--- src/rtl/uart_pkg.sv ---
// uart_pkg: shared UART encodings, state enum and bit-period divisor helpers.
// Divisors round CLK_FREQ/baud to the nearest integer.
package uart_pkg;

  localparam int unsigned DEF_CLK_FREQ = 50_000_000;
  localparam int DIV_W = 24;

  localparam logic [1:0] BAUD_2400  = 2'b00;
  localparam logic [1:0] BAUD_4800  = 2'b01;
  localparam logic [1:0] BAUD_9600  = 2'b10;
  localparam logic [1:0] BAUD_19200 = 2'b11;

  localparam logic [1:0] PAR_NONE  = 2'b00;
  localparam logic [1:0] PAR_ODD   = 2'b01;
  localparam logic [1:0] PAR_EVEN  = 2'b10;
  localparam logic [1:0] PAR_NONE3 = 2'b11;

  typedef enum logic [2:0] {
    IDLE,
    START,
    DATA,
    PARITY,
    STOP
  } tx_state_t;

  function automatic int unsigned baud_of(input logic [1:0] sel);
    int unsigned b;
    case (sel)
      BAUD_2400: b = 2400;
      BAUD_4800: b = 4800;
      BAUD_9600: b = 9600;
      default:   b = 19200;
    endcase
    return b;
  endfunction

  function automatic logic [DIV_W-1:0] div_for(
    input int unsigned clk_freq,
    input logic [1:0]  sel
  );
    int unsigned b;
    b = baud_of(sel);
    return DIV_W'((clk_freq + b / 2) / b);
  endfunction

  localparam logic [DIV_W-1:0] DIV_2400  =
    div_for(DEF_CLK_FREQ, BAUD_2400);
  localparam logic [DIV_W-1:0] DIV_4800  =
    div_for(DEF_CLK_FREQ, BAUD_4800);
  localparam logic [DIV_W-1:0] DIV_9600  =
    div_for(DEF_CLK_FREQ, BAUD_9600);
  localparam logic [DIV_W-1:0] DIV_19200 =
    div_for(DEF_CLK_FREQ, BAUD_19200);

endpackage

--- src/rtl/uart_tx_baud_gen.sv ---
// uart_tx_baud_gen: bit-period tick, high in the last cycle of every divisor period.
// tick_next flags the cycle before tick so callers can register on it.
module uart_tx_baud_gen
  import uart_pkg::*;
(
  input  logic             clock,
  input  logic             reset,
  input  logic             restart,
  input  logic [DIV_W-1:0] divisor,
  output logic             tick,
  output logic             tick_next
);

  logic [DIV_W-1:0] cnt;

  assign tick_next = (cnt == divisor - DIV_W'(2));

  always_ff @(posedge clock or posedge reset) begin
    if (reset) begin
      cnt  <= '0;
      tick <= 1'b0;
    end else if (restart) begin
      cnt  <= '0;
      tick <= 1'b0;
    end else begin
      cnt  <= (cnt >= divisor - DIV_W'(1)) ? '0 : cnt + DIV_W'(1);
      tick <= tick_next;
    end
  end

endmodule

--- src/rtl/uart_tx_serializer.sv ---
// uart_tx_serializer: UART transmit engine, start + data LSB-first + parity + stop.
// Define UART_TX_PARITY_EN to build the PARITY state and honour parity_type.
module uart_tx_serializer
  import uart_pkg::*;
#(
  parameter int unsigned CLK_FREQ   = 50_000_000,
  parameter int          DATA_WIDTH = 8
) (
  input  logic                  clock,
  input  logic                  reset,
  input  logic [1:0]            baud_rate,
  input  logic [1:0]            parity_type,
  input  logic                  stop_bits,
  input  logic [DATA_WIDTH-1:0] tx_data,
  input  logic                  tx_valid,
  output logic                  tx_ready,
  output logic                  tx_line,
  output logic                  tx_busy,
  output logic                  tx_done
);

  localparam int BW = (DATA_WIDTH > 1) ? $clog2(DATA_WIDTH) : 1;
  localparam logic [BW-1:0] LAST_BIT = BW'(DATA_WIDTH - 1);

  localparam logic [DIV_W-1:0] DIV_B0 = div_for(CLK_FREQ, BAUD_2400);
  localparam logic [DIV_W-1:0] DIV_B1 = div_for(CLK_FREQ, BAUD_4800);
  localparam logic [DIV_W-1:0] DIV_B2 = div_for(CLK_FREQ, BAUD_9600);
  localparam logic [DIV_W-1:0] DIV_B3 = div_for(CLK_FREQ, BAUD_19200);

  tx_state_t             state, state_n;
  logic [DATA_WIDTH-1:0] sh, sh_n;
  logic [BW-1:0]         bit_cnt;
  logic                  stop_cnt;
  logic [1:0]            baud_q;
  logic                  two_stop_q;
  logic [DIV_W-1:0]      divisor;
  logic                  accept, tick, tick_next;
  logic                  last_stop;
  logic                  par_en, par_bit;
  logic                  line_d, done_d;

  assign accept    = tx_valid && tx_ready;
  assign last_stop = (stop_cnt == two_stop_q);

  always_comb begin
    divisor = DIV_B0;
    case (baud_q)
      BAUD_4800:  divisor = DIV_B1;
      BAUD_9600:  divisor = DIV_B2;
      BAUD_19200: divisor = DIV_B3;
      default:    divisor = DIV_B0;
    endcase
  end

  uart_tx_baud_gen u_baud (
    .clock     (clock),
    .reset     (reset),
    .restart   (accept),
    .divisor   (divisor),
    .tick      (tick),
    .tick_next (tick_next)
  );

`ifdef UART_TX_PARITY_EN
  logic par_en_q, par_q;

  // Seed with 1 for odd so the final XOR lands on the inverted sum
  always_ff @(posedge clock or posedge reset) begin
    if (reset) begin
      par_en_q <= 1'b0;
      par_q    <= 1'b0;
    end else if (accept) begin
      par_en_q <= (parity_type == PAR_ODD) ||
                  (parity_type == PAR_EVEN);
      par_q    <= (parity_type == PAR_ODD);
    end else if (state == DATA && tick) begin
      par_q <= par_q ^ sh[0];
    end
  end

  assign par_en  = par_en_q;
  assign par_bit = par_q ^ sh[0];
`else
  logic unused_parity;
  assign unused_parity = ^parity_type;
  assign par_en        = 1'b0;
  assign par_bit       = 1'b0;
`endif

  always_ff @(posedge clock or posedge reset) begin
    if (reset) begin
      state      <= IDLE;
      sh         <= '0;
      bit_cnt    <= '0;
      stop_cnt   <= 1'b0;
      baud_q     <= BAUD_2400;
      two_stop_q <= 1'b0;
      tx_line    <= 1'b1;
      tx_ready   <= 1'b1;
      tx_busy    <= 1'b0;
      tx_done    <= 1'b0;
    end else begin
      state    <= state_n;
      sh       <= sh_n;
      tx_line  <= line_d;
      tx_ready <= (state_n == IDLE);
      tx_busy  <= (state_n != IDLE);
      tx_done  <= done_d;
      if (accept) begin
        baud_q     <= baud_rate;
        two_stop_q <= stop_bits;
        bit_cnt    <= '0;
        stop_cnt   <= 1'b0;
      end else begin
        if (state == DATA && tick)
          bit_cnt <= bit_cnt + BW'(1);
        if (state == STOP && tick)
          stop_cnt <= 1'b1;
      end
    end
  end

  always_comb begin
    state_n = state;
    case (state)
      IDLE:   if (accept) state_n = START;
      START:  if (tick) state_n = DATA;
      DATA:
        if (tick && bit_cnt == LAST_BIT)
          state_n = par_en ? PARITY : STOP;
      PARITY: if (tick) state_n = STOP;
      STOP:   if (tick && last_stop) state_n = IDLE;
      default: state_n = IDLE;
    endcase
  end

  // Outputs are computed one cycle ahead and registered
  always_comb begin
    sh_n = sh;
    if (accept)
      sh_n = tx_data;
    else if (state == DATA && tick)
      sh_n = sh >> 1;
    line_d = 1'b1;
    case (state_n)
      IDLE:    line_d = 1'b1;
      START:   line_d = 1'b0;
      DATA:    line_d = sh_n[0];
      PARITY:  line_d = (state == DATA) ? par_bit : tx_line;
      STOP:    line_d = 1'b1;
      default: line_d = 1'b1;
    endcase
    done_d = (state == STOP) && last_stop && tick_next;
  end

endmodule

--- config.mk ---
export PLATFORM = sky130hd
export DESIGN_NAME = uart_tx_serializer
export DESIGN_NICKNAME = d
export VERILOG_FILES = /design/src/rtl/uart_pkg.sv /design/src/rtl/uart_tx_baud_gen.sv /design/src/rtl/uart_tx_serializer.sv
export SDC_FILE = /design/constraint.sdc
export NUM_CORES = 1
export LEC_CHECK = 0
export CAP_MARGIN = 20
export CORE_ASPECT_RATIO = 0.5
export CORE_UTILIZATION = 40
export CTS_CLUSTER_SIZE = 16
export DETAILED_ROUTE_END_ITERATION = 10
export DONT_BUFFER_PORTS = 1
export GPL_TIMING_DRIVEN = 0
export PLACE_DENSITY = 0.51
export SETUP_SLACK_MARGIN = 0.2
export SYNTH_ARGS = -nofsm -noshare
export SYNTH_HDL_FRONTEND = slang
export SYNTH_SLANG_ARGS = --single-unit
--- constraint.sdc ---
create_clock -name clock -period 9.3 [get_ports clock]
set_clock_uncertainty 0.2 [all_clocks]
set_input_delay 2.79 -clock clock [delete_from_list [all_inputs] [get_ports clock]]
set_output_delay 2.79 -clock clock [all_outputs]
set_load 0.02 [all_outputs]
## Word-level counts from Yosys, hierarchy flattened

Cells that the tools add are included.

- Register bits after elaboration: 47
- Output and inout bits: 4
- Word-level logic and storage cells: 62

- $add $sub $neg: 4
- $lt $le $gt $ge: 1
- Equal/unequal tests: 14
- Muxes and demuxes: 18
- Reductions and logical operators: 12

Operators with widths:

| operator | count |
|---|---|
| $mux W24 | 2 |
| $pmux W15 S3 | 1 |
| $add A24 B1 Y24 const B | 1 |
| $eq A24 B24 Y1 | 1 |
| $ge A24 B24 Y1 | 1 |
| $mux W3 | 7 |
| $mux W8 | 2 |
| $sub A15 B1 Y16 const B | 1 |
| $sub A15 B2 Y16 const B | 1 |
| $pmux W3 S5 | 1 |
| $eq A3 B2 Y1 const B | 4 |
| $logic_and A1 B1 Y1 | 7 |
| $eq A3 B1 Y1 const B | 2 |
| $eq A3 B3 Y1 const B | 2 |
| $logic_not A3 Y1 | 2 |
| $eq A2 B2 Y1 const B | 2 |
| $mux W1 | 4 |
| $reduce_bool A2 Y1 | 2 |
| $add A3 B1 Y3 const B | 1 |
| $pmux W1 S3 | 1 |
| $reduce_bool A3 Y1 | 1 |
| $eq A2 B1 Y1 const B | 1 |
| $ne A2 B2 Y1 const B | 1 |
| $eq A1 B1 Y1 | 1 |

## Logic depth before layout (Yosys ltp)

- Word-level depth: 6
- Mapped depth: 12

## Modules after synthesis

A second synthesis with hierarchy kept.

- Cells, all modules: 448
- Area total of the unflattened synthesis: 3938.8 µm²

Modules (own cells, without submodules):

| module | instances | cells an instance | area an instance (µm²) |
|---|---|---|---|
| uart_tx_baud_gen | 1 | 339 | 2837.7 |
| uart_tx_serializer | 1 | 109 | 1101.1 |

## Worst setup path before layout

No wires, ideal clock.

- Path kind: input -> register
- Start: input tx_valid
- End: register u_baud.cnt[16]
- Setup time: 0.070 ns
- Arrival time: 4.186 ns
- Path slack: 4.844 ns
- Stages: 7
- Buffers on the path: 2
- Cells stage by stage: nand2_1 > nand2_1 > or4_1 > or4_1 > buf_6 > buf_12 > nor2_4

- Cells in the longest elaborated chain, start to end: 2

RTL lines:

| item | line | text |
|---|---|---|
| start, declared | uart_tx_serializer.sv:15 | `input logic tx_valid,` |
| $logic_and A1 B1 Y1 | uart_tx_serializer.sv:42 | `assign accept = tx_valid && tx_ready;` |
| $mux W24 | uart_tx_baud_gen.sv:22 | `end else if (restart) begin` |
| end signal, assigned | uart_tx_baud_gen.sv:26 | `cnt <= (cnt >= divisor - DIV_W'(1)) ? '0 : cnt + DIV_W'(1);` |
| end, declared | uart_tx_baud_gen.sv:14 | `logic [DIV_W-1:0] cnt;` |

No other way between the ends.
A chain may end at the register's enable or synchronous reset.

## Final worst setup path

Ends and elaborated chain as after synthesis.

==> metrics.txt <==
Wirelength per Cell=roughly 14 um; post-CTS setup buffer count=0; Critical R2R Launch=baud_q[0]$_DFFE_PP0P_; via/cell ratio=between 4 and 5; total power=between 0.5 and 0.6 mW; cell area after placement=about 0.0028 mm^2; antenna viol nets, final=0; total gr overflow=0; P_sw=between 0.2 and 0.25 mW; Area Growth Syn to Fin=11.5%; Yosys reg bits=47; f_max=about 230 MHz; Synth Flop Type=dfrtp_1; crit path capture type=flip-flop; hpwl dp=3.76 mm; gr usage total=0.175; Yosys warning total=0; Setup CP Type=input pin to flip-flop; CTS sink cnt=between 40 and 50; WHS Path Cells=2; ys async rst share=1.00; initial antenna violation count=0; worst slew pin tran=~0.65 ns; Avg Cell Area, Syn=10.2 um^2; Fin. Hold Viols=0; vias in the first global route=around 1900; post-CTS sizing=0; starting density of the core=0.421; IO Pins=20; TritonRoute pass-1 iters=4; Final Cycle Share=0.463; register area share after synthesis=0.453; # Max-Cap Violations=0; Core ar.=between 0.006 and 0.007 mm^2; worst-path maximum fanout=10; Hold-fix buffers, CTS=0; Yosys cell types=39; Critical Path AT=4.34 ns; CTS tree=built; Hold Startpoint=two_stop_q$_DFFE_PP0P_; min cycle time layout=4.31 ns; die area=0.00685 mm^2; total internal power=0.398 mW; Clk Tree Root Cell=clkbuf_16; Seq pwr share=0.443; setup_tns=0 ns; Hold Path End=two_stop_q$_DFFE_PP0P_; First DRT Iteration DRCs=around 70; die width=116 um; Slew headroom=0.569; unrepaired setup endpoints after global routing=no; Leakage Power=between 1 and 1.5 nW; clk_lat worst skew=about 0.29 ns; HP Class=flip-flop to flip-flop; nets=around 310; Port Buffer Count=0; total CTS buffers=5; VDD IR-drop max=between 0.1 and 0.15 mV; H-Tree Depth=2; post-route cell area=0.00290 mm^2; R2R Setup Slk=between 5 and 6 ns; Cells after Synth=approximately 250; clk slew on worst S/H paths=approximately 0.07 ns; WL final=a little under 5 mm; number of antenna diodes=0; Sw Ratio=0.336; Setup violations, final=0; FF-to-FF path depth=12; Cell Area, Synth=roughly 0.0026 mm^2; Critical Path RT=slightly above 9 ns; share of layout cells above drive strength 1=0.0967; largest net degree at the start of global routing=33; die span in y=about 59 um; Comb power frac=0.250; Post-synth EDFFs=0; DR vias=1769; Worst setup SP type=input pin; Slew Limit Fails=0; DRC=0; ratio of total power to cell area=approximately 210 mW/mm^2; # rows=20; CTS max path bufs=2; outcome=finished, final reports clean; worst reg2reg path endpoint=u_baud.cnt[16]$_DFF_PP0_; clock share of power=0.307; routability cong.=0.782; first-pass GRT wire length=8.83 mm
[flip-flops by register name, indices dropped and copies added, names as in the netlist]
register / flops
baud_q: 2
bit_cnt: 3
sh: 8
state: 3
stop_cnt: 1
two_stop_q: 1
tx_busy: 1
tx_done: 1
tx_line: 1
tx_ready: 1
u_baud.cnt: 24
u_baud.tick: 1
[critical path, stage by stage]
cell,delay [ns]
nand2_1,0.14
nand2_1,0.06
or4_1,0.40
or4_1,0.53
buf_6,0.16
buf_12,0.16
nor2_4,0.09
[power by group through the flow]
stage / Combinational [mW] / Clock (mW) / Sequential (mW)
2_1_floorplan: 0.114 / 0 / 0.262
3_3_place_gp: 0.142 / 0 / 0.269
3_5_place_dp: 0.152 / 0 / 0.269
4_1_cts: 0.152 / 0.188 / 0.265
5_1_grt: 0.178 / 0.197 / 0.269
6_report: 0.150 / 0.184 / 0.265
[layout by cell type (no fill, tap or decap), types with 2 or more instances in the layout]
cell	count
clkbuf_16	5
inv_6	2
nor4_1	3
clkbuf_1	5
conb_1	7
mux2i_1	9
xnor2_1	10
a21oi_1	8
nor3b_1	2
and3_1	4
inv_1	13
xor2_1	9
nor4_2	2
nor2_4	8
nor2_1	21
ha_1	27
a2111oi_0	2
nor3_1	2
nor2_2	2
o21ai_0	14
nand2_1	30
nand2b_1	2
nand4_1	4
buf_12	2
a31oi_1	2
dfrtp_1	45
nand3_1	11
or4_1	2
dfstp_2	2
[per-layer routing]
metal	track usage	part of all wire	vias to the layer above
met5	0	0	-
met4	0.0586	0.012	0
met3	0.0511	0.034	8
met2	0.270	0.42	18
met1	0.238	0.54	855
li1	-	-	888
[layout make-up]
cell class              count  area, um^2
multi-input cells         192        1340
clock buffers               5         125
plain buffers               7        50.0
inverters                  14        52.6
repair buffers              1        20.0
well taps                  88         110
clock inverters             3        22.5
flip-flops and latches     47        1180
fillers                   609        3280
[kinds of logic (layout without fill, tap and decap cells)]
| logic type | Yosys count | count (layout) | share of synthesized area |
|---|---|---|---|
| AO/OA/AOI/OAI | 29 | 29 | 0.0626 |
| XOR/XNOR | 19 | 19 | 0.0640 |
| adder cells (fa/ha/maj) | 27 | 27 | 0.130 |
| buffers and inverters | 21 | 30 | 0.0395 |
| flip-flops | 47 | 47 | 0.453 |
| multiplexers | 9 | 9 | 0.0347 |
| other | 1 | 7 | 0.00144 |
| AND/OR/NAND/NOR | 101 | 101 | 0.215 |
[worst max-delay path by stage]
stage                   from                       end  slack [ns]
floorplan           tx_valid  u_baud.cnt[16]$_DFF_PP0_        4.84
global placement    tx_valid  u_baud.cnt[16]$_DFF_PP0_        4.63
detailed placement  tx_valid   u_baud.cnt[9]$_DFF_PP0_        4.65
CTS                 tx_valid  u_baud.cnt[16]$_DFF_PP0_        4.95
global route        tx_valid  u_baud.cnt[13]$_DFF_PP0_        4.88
finish              tx_valid  u_baud.cnt[16]$_DFF_PP0_        4.99
[cells in the mapped netlist, types with 3 or more instances]
library cell | count | area share
a21oi_1 | 8 | 0.015
and3_1 | 4 | 0.0096
clkbuf_1 | 5 | 0.0072
dfrtp_1 | 45 | 0.43
ha_1 | 27 | 0.13
inv_1 | 14 | 0.020
mux2i_1 | 9 | 0.035
nand2_1 | 30 | 0.043
nand3_1 | 11 | 0.021
nand4_1 | 4 | 0.0096
nor2_1 | 21 | 0.030
nor2_4 | 8 | 0.035
nor4_1 | 3 | 0.0072
o21ai_0 | 14 | 0.027
xnor2_1 | 10 | 0.034
xor2_1 | 9 | 0.030
[through the flow]
step                      hold WS (ns)  setup slack [ns]  cells  utilization
after floorplan                  0.265              4.84    260            -
after global placement           0.296              4.63    348        0.442
after detailed placement         0.302              4.65    349        0.445
after CTS                        0.322              4.95    357        0.469
after global routing             0.349              4.88    357        0.469
final                            0.316              4.99    357        0.469
(Power assumes the default switching activity.)
